`src/rtl/pipe_stage_skid_pkg.sv`:
```
// -----------------------------------------------------------------------------
// pipe_pkg
// Shared definitions for the two-entry skid pipeline register used between the
// pipeline stages (IFID, IDEX, EXMEM, MEMWB).
//   state_e    : occupancy state of one stage register
//   *_DATA_W   : default datapath payload width per stage boundary
//   *_CTRL_W   : default control payload width per stage boundary
//   count_of() : occupancy count (0..2) for a given state
// -----------------------------------------------------------------------------
package pipe_pkg;

  typedef enum logic [1:0] {
    ST_EMPTY = 2'd0,  // no entries held
    ST_ONE   = 2'd1,  // main slot only
    ST_FULL  = 2'd2   // main and skid slots
  } state_e;

  // IFID: PC 32 + instruction 32
  localparam int IFID_DATA_W  = 64;
  localparam int IFID_CTRL_W  = 1;
  // IDEX: PC 32 + Rs1 data 32 + Rs2 data 32 + Rd 5 + Rs2 5
  localparam int IDEX_DATA_W  = 106;
  localparam int IDEX_CTRL_W  = 9;
  // EXMEM: ALU result 32 + store data 32 + Rd 5
  localparam int EXMEM_DATA_W = 69;
  localparam int EXMEM_CTRL_W = 5;
  // MEMWB: ALU result 32 + read data 32 + Rd 5; ctrl = {RegWrite, MemtoReg}
  localparam int MEMWB_DATA_W = 69;
  localparam int MEMWB_CTRL_W = 2;

  function automatic logic [1:0] count_of(input state_e s);
    logic [1:0] c;
    case (s)
      ST_EMPTY: c = 2'd0;
      ST_ONE:   c = 2'd1;
      ST_FULL:  c = 2'd2;
      default:  c = 2'd0;
    endcase
    return c;
  endfunction

endpackage

```
`src/rtl/pipe_stage_skid_if.sv`:
```
// -----------------------------------------------------------------------------
// pipe_stage_skid_if
// Handshake bundle of one pipeline stage register.
//   upstream   : valid_i, ready_o, data_i, ctrl_i
//   downstream : valid_o, ready_i, data_o, ctrl_o
//   status     : count_o (occupancy 0..2)
// Modports:
//   slave  : the stage register's view
//   master : the surrounding logic's view (drives inputs, observes outputs)
// -----------------------------------------------------------------------------
interface pipe_stage_skid_if #(
  parameter int DATA_W = 69,
  parameter int CTRL_W = 2
) ();

  logic              valid_i;
  logic              ready_o;
  logic [DATA_W-1:0] data_i;
  logic [CTRL_W-1:0] ctrl_i;
  logic              valid_o;
  logic              ready_i;
  logic [DATA_W-1:0] data_o;
  logic [CTRL_W-1:0] ctrl_o;
  logic [1:0]        count_o;

  modport slave (
    input  valid_i, data_i, ctrl_i, ready_i,
    output ready_o, valid_o, data_o, ctrl_o, count_o
  );

  modport master (
    output valid_i, data_i, ctrl_i, ready_i,
    input  ready_o, valid_o, data_o, ctrl_o, count_o
  );

endinterface

```
`src/rtl/pipe_stage_skid_slot.sv`:
```
// -----------------------------------------------------------------------------
// pipe_slot
// One storage slot (data, ctrl, valid) of the skid stage register.
//   clk_i, rst_n_i : clock, asynchronous active-low reset
//   flush_i        : clears valid and ctrl (data may stay stale)
//   we_i           : loads valid_d_i/data_d_i/ctrl_d_i
//   *_q_o          : stored slot contents
// -----------------------------------------------------------------------------
module pipe_slot
  import pipe_pkg::*;
#(
  parameter int DATA_W = MEMWB_DATA_W,
  parameter int CTRL_W = MEMWB_CTRL_W
) (
  input  logic              clk_i,
  input  logic              rst_n_i,
  input  logic              flush_i,
  input  logic              we_i,
  input  logic              valid_d_i,
  input  logic [DATA_W-1:0] data_d_i,
  input  logic [CTRL_W-1:0] ctrl_d_i,
  output logic              valid_q_o,
  output logic [DATA_W-1:0] data_q_o,
  output logic [CTRL_W-1:0] ctrl_q_o
);

  // Slot storage: flush has priority over a load in the same cycle.
  always_ff @(posedge clk_i or negedge rst_n_i) begin
    if (!rst_n_i) begin
      valid_q_o <= 1'b0;
      data_q_o  <= {DATA_W{1'b0}};
      ctrl_q_o  <= {CTRL_W{1'b0}};
    end else if (flush_i) begin
      valid_q_o <= 1'b0;
      ctrl_q_o  <= {CTRL_W{1'b0}};
    end else if (we_i) begin
      valid_q_o <= valid_d_i;
      data_q_o  <= data_d_i;
      ctrl_q_o  <= ctrl_d_i;
    end
  end

endmodule

```
`src/rtl/pipe_stage_skid.sv`:
```
// -----------------------------------------------------------------------------
// pipe_stage_skid
// Two-entry (main + skid) pipeline stage register with valid/ready handshake.
// Full throughput with a registered ready path; the skid slot absorbs the
// entry accepted in the cycle downstream stalls.
//   clk_i   : clock (rising edge)
//   rst_n_i : asynchronous active-low reset
//   start_i : run enable; low freezes the stage and drops valid_o/ready_o
//   flush_i : synchronous flush of both slots (offered input is dropped)
//   bus     : handshake bundle (valid/ready/data/ctrl in and out, count_o)
// -----------------------------------------------------------------------------
module pipe_stage_skid
  import pipe_pkg::*;
#(
  parameter int DATA_W = MEMWB_DATA_W,
  parameter int CTRL_W = MEMWB_CTRL_W
) (
  input  logic                  clk_i,
  input  logic                  rst_n_i,
  input  logic                  start_i,
  input  logic                  flush_i,
  pipe_stage_skid_if.slave      bus
);

  state_e            state_q, state_d;
  logic              accept_s, xfer_s;

  logic              main_we_s, main_valid_d, main_valid_q;
  logic [DATA_W-1:0] main_data_d, main_data_q;
  logic [CTRL_W-1:0] main_ctrl_d, main_ctrl_q;
  logic              skid_we_s, skid_valid_d, skid_valid_q;
  logic [DATA_W-1:0] skid_data_d, skid_data_q;
  logic [CTRL_W-1:0] skid_ctrl_d, skid_ctrl_q;

  // ready_o is also gated by reset so nothing is offered acceptance while
  // the stage is held in reset.
  assign bus.ready_o = rst_n_i & start_i & (state_q != ST_FULL);
  assign bus.valid_o = start_i & (state_q != ST_EMPTY);
  assign accept_s    = bus.valid_i & bus.ready_o;
  assign xfer_s      = bus.valid_o & bus.ready_i;

  assign bus.data_o  = main_data_q;
  // A bubble never presents control bits (RegWrite must stay low).
  assign bus.ctrl_o  = main_valid_q ? main_ctrl_q : {CTRL_W{1'b0}};
  assign bus.count_o = count_of(state_q);

  // Occupancy state register; flush forces EMPTY regardless of handshakes.
  always_ff @(posedge clk_i or negedge rst_n_i) begin
    if (!rst_n_i) begin
      state_q <= ST_EMPTY;
    end else if (flush_i) begin
      state_q <= ST_EMPTY;
    end else begin
      state_q <= state_d;
    end
  end

  // Next-state and slot load selection; start_i low blocks both accept and
  // transfer, so every path falls through to hold.
  always_comb begin
    state_d      = state_q;
    main_we_s    = 1'b0;
    main_valid_d = main_valid_q;
    main_data_d  = main_data_q;
    main_ctrl_d  = main_ctrl_q;
    skid_we_s    = 1'b0;
    skid_valid_d = skid_valid_q;
    skid_data_d  = skid_data_q;
    skid_ctrl_d  = skid_ctrl_q;
    case (state_q)
      ST_EMPTY: begin
        if (accept_s) begin
          main_we_s    = 1'b1;
          main_valid_d = 1'b1;
          main_data_d  = bus.data_i;
          main_ctrl_d  = bus.ctrl_i;
          state_d      = ST_ONE;
        end else begin
          state_d      = ST_EMPTY;
        end
      end
      ST_ONE: begin
        if (accept_s && !xfer_s) begin
          skid_we_s    = 1'b1;
          skid_valid_d = 1'b1;
          skid_data_d  = bus.data_i;
          skid_ctrl_d  = bus.ctrl_i;
          state_d      = ST_FULL;
        end else if (!accept_s && xfer_s) begin
          main_we_s    = 1'b1;
          main_valid_d = 1'b0;
          state_d      = ST_EMPTY;
        end else if (accept_s && xfer_s) begin
          main_we_s    = 1'b1;
          main_valid_d = 1'b1;
          main_data_d  = bus.data_i;
          main_ctrl_d  = bus.ctrl_i;
          state_d      = ST_ONE;
        end else begin
          state_d      = ST_ONE;
        end
      end
      ST_FULL: begin
        if (xfer_s) begin
          // Older entry leaves; skid moves forward to keep acceptance order.
          main_we_s    = 1'b1;
          main_valid_d = skid_valid_q;
          main_data_d  = skid_data_q;
          main_ctrl_d  = skid_ctrl_q;
          skid_we_s    = 1'b1;
          skid_valid_d = 1'b0;
          state_d      = ST_ONE;
        end else begin
          state_d      = ST_FULL;
        end
      end
      default: begin
        state_d = ST_EMPTY;
      end
    endcase
  end

  pipe_slot #(.DATA_W(DATA_W), .CTRL_W(CTRL_W)) u_main (
    .clk_i     (clk_i),
    .rst_n_i   (rst_n_i),
    .flush_i   (flush_i),
    .we_i      (main_we_s),
    .valid_d_i (main_valid_d),
    .data_d_i  (main_data_d),
    .ctrl_d_i  (main_ctrl_d),
    .valid_q_o (main_valid_q),
    .data_q_o  (main_data_q),
    .ctrl_q_o  (main_ctrl_q)
  );

  pipe_slot #(.DATA_W(DATA_W), .CTRL_W(CTRL_W)) u_skid (
    .clk_i     (clk_i),
    .rst_n_i   (rst_n_i),
    .flush_i   (flush_i),
    .we_i      (skid_we_s),
    .valid_d_i (skid_valid_d),
    .data_d_i  (skid_data_d),
    .ctrl_d_i  (skid_ctrl_d),
    .valid_q_o (skid_valid_q),
    .data_q_o  (skid_data_q),
    .ctrl_q_o  (skid_ctrl_q)
  );

endmodule
```
`src/flat_wrapper.sv`:
```
// flat-port wrapper written by rule: the top's interface ports become plain ports
module pipe_stage_skid_flat import pipe_pkg::*;
#(
  parameter int DATA_W = MEMWB_DATA_W,
  parameter int CTRL_W = MEMWB_CTRL_W
)
  (clk_i, rst_n_i, start_i, flush_i, bus_valid_i, bus_data_i, bus_ctrl_i, bus_ready_i, bus_ready_o, bus_valid_o, bus_data_o, bus_ctrl_o, bus_count_o);
  pipe_stage_skid_if #(.DATA_W(DATA_W), .CTRL_W(CTRL_W)) bus_i ();
  input  logic clk_i;
  input  logic rst_n_i;
  input  logic start_i;
  input  logic flush_i;
  input wire logic [$bits(bus_i.valid_i)-1:0] bus_valid_i;
  input wire logic [$bits(bus_i.data_i)-1:0] bus_data_i;
  input wire logic [$bits(bus_i.ctrl_i)-1:0] bus_ctrl_i;
  input wire logic [$bits(bus_i.ready_i)-1:0] bus_ready_i;
  output wire logic [$bits(bus_i.ready_o)-1:0] bus_ready_o;
  output wire logic [$bits(bus_i.valid_o)-1:0] bus_valid_o;
  output wire logic [$bits(bus_i.data_o)-1:0] bus_data_o;
  output wire logic [$bits(bus_i.ctrl_o)-1:0] bus_ctrl_o;
  output wire logic [$bits(bus_i.count_o)-1:0] bus_count_o;
  assign bus_i.valid_i = bus_valid_i;
  assign bus_i.data_i = bus_data_i;
  assign bus_i.ctrl_i = bus_ctrl_i;
  assign bus_i.ready_i = bus_ready_i;
  assign bus_ready_o = bus_i.ready_o;
  assign bus_valid_o = bus_i.valid_o;
  assign bus_data_o = bus_i.data_o;
  assign bus_ctrl_o = bus_i.ctrl_o;
  assign bus_count_o = bus_i.count_o;
  pipe_stage_skid #(.DATA_W(DATA_W), .CTRL_W(CTRL_W)) u_core (.clk_i(clk_i), .rst_n_i(rst_n_i), .start_i(start_i), .flush_i(flush_i), .bus(bus_i));
endmodule
```
`config.mk`:
```
export PLATFORM = sky130hd
export DESIGN_NAME = pipe_stage_skid_flat
export DESIGN_NICKNAME = d
export VERILOG_FILES = /design/src/rtl/pipe_stage_skid_pkg.sv /design/src/rtl/pipe_stage_skid_if.sv /design/src/rtl/pipe_stage_skid_slot.sv /design/src/rtl/pipe_stage_skid.sv /design/src/flat_wrapper.sv
export SDC_FILE = /design/constraint.sdc
export NUM_CORES = 1
export LEC_CHECK = 0
export CAP_MARGIN = 5
export CORE_ASPECT_RATIO = 1.2
export CORE_UTILIZATION = 41
export DETAILED_ROUTE_END_ITERATION = 10
export PLACE_DENSITY = 0.72
export SYNTH_ARGS = -nofsm -noshare
export SYNTH_HDL_FRONTEND = slang
export SYNTH_HIERARCHICAL = 1
export SYNTH_SLANG_ARGS = --single-unit
```
`constraint.sdc`:
```
create_clock -name clk_i -period 5.43 [get_ports clk_i]
set_clock_uncertainty 0.2 [all_clocks]
set_input_delay 0.8145 -clock clk_i [delete_from_list [all_inputs] [get_ports clk_i]]
set_output_delay 0.8145 -clock clk_i [all_outputs]
set_load 0.05 [all_outputs]
```
==> results.toml <==
[clock_network]
clock_latency_ns = 0.42
cts-root-buf = "clkbuf_16"
clock-sinks = 146
cts_tree = "done"
path_clk_slew_ns = 0.06
htree_levels = 4
clockBufferDepth = 2
cts_made_buffers = 17

[synthesis]
synth.top_cell.area_share_pct = 41.1
synth_edf_count = 0
ys_ff_latch = 146
netlist_instances = 788
syn_nets = 872
avgSynthCellArea_um2 = 11.3
yosys_warnings = 6
async_flop_share_pct = 100
synthTopCellsByArea = "dfrtp_1 (41%), mux2_2 (24%), nand3_1 (7.9%)"
synth-seq-area-share_pct = 41.1
syn-cell-area_um2 = 8900
ys.flop_type = "dfrtp_1"
synth_largest_area_cell = "dfrtp_1"
ys_types = 39

[route]
top_layer = "met4"
wl_um = 24200
route.met3.wl_um = 1660
first_pass_iters = 8
avgViaCountPerCell = 6.33
ant_nets = 0
wl_per_cell_um = 20.7
drc = 0
dr_total_vias = 7414
route.met2.wl_um = 12100
drt_iter0_markers = 764
drt-met1-wl_um = 10100

[worst_setup_path]
required_ns = 4.42
critical_path_class = "reg -> out"
crit_path_start_kind = "flop"
crit_arrival_ns = 3.21
cp-startpoint = "u_core/state_q[0]"
max_stage_delay_ns = 0.72
cp_top_family = "buffers and inverters"
crit_chain = "inv_1 > ha_4 > buf_4 > nor2b_1 > clkdlybuf4s50_1"
crit_path_max_fanout = 77
r2r-start = "u_core/state_q[0]"
critPathBufInv = 3
cp_slowest_cell = "buf_4"
end_kind = "output port"

[die]
row_count = 58
core_um2 = 21100
start_util_pct = 42.1
io-pin-count = 152
die_w_um = 136
dieArea_um2 = 22300
die_h_um = 163

[sta]
period_minus_slack_ns = 4.22
period_share_pct = 77.8
hold_viol = 0
fin_setup_tns_ns = 0
finalSetupViolations = 0
maxClockFrequency_mhz = 237
tightest_slew_ns = 1.07
slew-limit-headroom_pct = 28.5
slew_viol_final = 0
setup_slack_ns = 1.21
rsz0062_at_grt = "no"

[status]
status = "completed"

[final_layout]
final_cell_area_um2 = 11000
area_delta_synth_final_pct = 23.4
multi_input_area_um2 = 4740
seq_area_um2 = 3650
utilization_pct = 52.0
nFillCells = 1852
final_cell_mix = "mux2_2 (189), clkdlybuf4s50_1 (150), dfrtp_1 (146)"
antenna_cells = 0
layout_commonest_cell = "mux2_2"
nets = 973
drive_gt1_share_pct = 29.8

[power_and_ir_drop]
ir_drop_mv = 0.235
internal_power_mw = 2.35
power_frac_clock_pct = 29.9
switching_power_mw = 1.40
p_per_area_nw_per_um2 = 342
switching_share_pct = 37.3
leakage_nw = 4.83
combPwrFrac_pct = 33.3
seq_power_share_pct = 36.8

[global_route]
grt_pass1_vias = 7342
antenna_found_initial = 0
grt_max_degree = 78
grt_pass1_wl_um = 38500
track_usage_pct = 22.1
grt_overflow = 0

[flow_run]
max_cap_viol_count = 0

[min_path]
worstHoldStart = "u_core/u_skid/data_q_o[40]"
hold_class = "reg -> reg"

[placed_design]
place_area_um2 = 10400
dp_hpwl_um = 13800
io_buffers = 151
gp_congestion = 0.751
pre_cts_ws_ns = 1.00
[worst register-to-register path, cell delays in order, from the launching register on]
cell	delay [ns]
dfrtp_1	0.40
inv_1	0.13
ha_4	0.70
and3b_1	0.34
ha_1	0.20
or3b_1	0.43
a221o_2	0.55
buf_4	0.35
a222oi_1	0.38
nand3_1	0.14
mux2_2	0.29
[final cells by class]
class                      count  share of cell area (%)
clock buffer                  18                    4.00
clock inverter                14                    1.06
inverter                       7                   0.239
multi-input combinational    549                    43.2
sequential                   146                    33.3
tap                          270                    3.08
timing repair buffer         168                    15.2
[power by group through the flow]
| stage | clock (mW) | combinational, mW | sequential, mW |
|---|---|---|---|
| global placement | 0 | 1.23 | 1.39 |
| detailed placement | 0 | 1.25 | 1.40 |
| finish | 1.12 | 1.25 | 1.38 |
| floorplan | 0 | 0.339 | 1.84 |
| global route | 1.19 | 1.32 | 1.40 |
| CTS | 1.15 | 1.26 | 1.38 |
[final timing paths]
| kind | cells past startpoint | end | slack (ns) |
|---|---|---|---|
| max reg2reg | 10 | u_core/u_main/data_q_o[7] | 1.22 |
| min reg2reg | 1 | u_core/u_skid/data_q_o[40] | 0.33 |
| min | 1 | u_core/u_skid/data_q_o[40] | 0.33 |
| max in group asynchronous | 3 | u_core/u_main/data_q_o[8] | 3.22 |
| max | 5 | bus_valid_o | 1.21 |
| min in group asynchronous | 2 | u_core/u_skid/data_q_o[47] | 0.60 |
[registers in the layout, summed over array words and instances, names as in the netlist]
signal	cells
u_core/u_main/data_q_o	69
u_core/u_skid/data_q_o	69
u_core/state_q	2
u_core/u_main/ctrl_q_o	2
u_core/u_skid/ctrl_q_o	2
u_core/u_main/valid_q_o	1
u_core/u_skid/valid_q_o	1
[synthesized netlist by cell type (all sizes together) (6+ instances only)]
library cell  number
nand4             69
dfrtp            146
inv                7
a222oi            69
mux2             209
buf               32
clkbuf            54
ha                 7
mux2i              6
nand2              6
nand3            140
nor2               8
[cell families (layout without fill, tap and decap cells)]
logic type,Yosys count,count (layout),share of synthesized area (%)
adders and majority gates,7,7,0.984
muxes,215,215,28.0
AOI/OAI and AO/OA,88,88,9.23
buffers and inverters,93,207,6.03
and+or+nand+nor,239,239,14.7
DFF,146,146,41.1
[timing repair]
| item | CTS | global route |
|---|---|---|
| hold buffers | 1 | 0 |
| hold endpoints to repair | 6 | 0 |
| resized for setup | 0 | 0 |
| buffers inserted | 0 | 0 |
[stage by stage]
stage / std cells / hold slack (ns) / power, mW
final: 1172 / 0.327 / 3.75
after global routing: 1172 / 0.341 / 3.91
after CTS: 1172 / 0.331 / 3.78
after detailed placement: 1139 / 0.317 / 2.65
after global placement: 1139 / 0.307 / 2.62
after floorplan: 788 / 0.298 / 2.18
[metal layers]
layer,GRT usage [%],vias to the layer above
li1,-,3346
met1,28.5,3717
met2,36.0,318
met3,4.13,33
met4,9.24,0
met5,0,-
No activity file was read; power rests on OpenSTA's default activity.
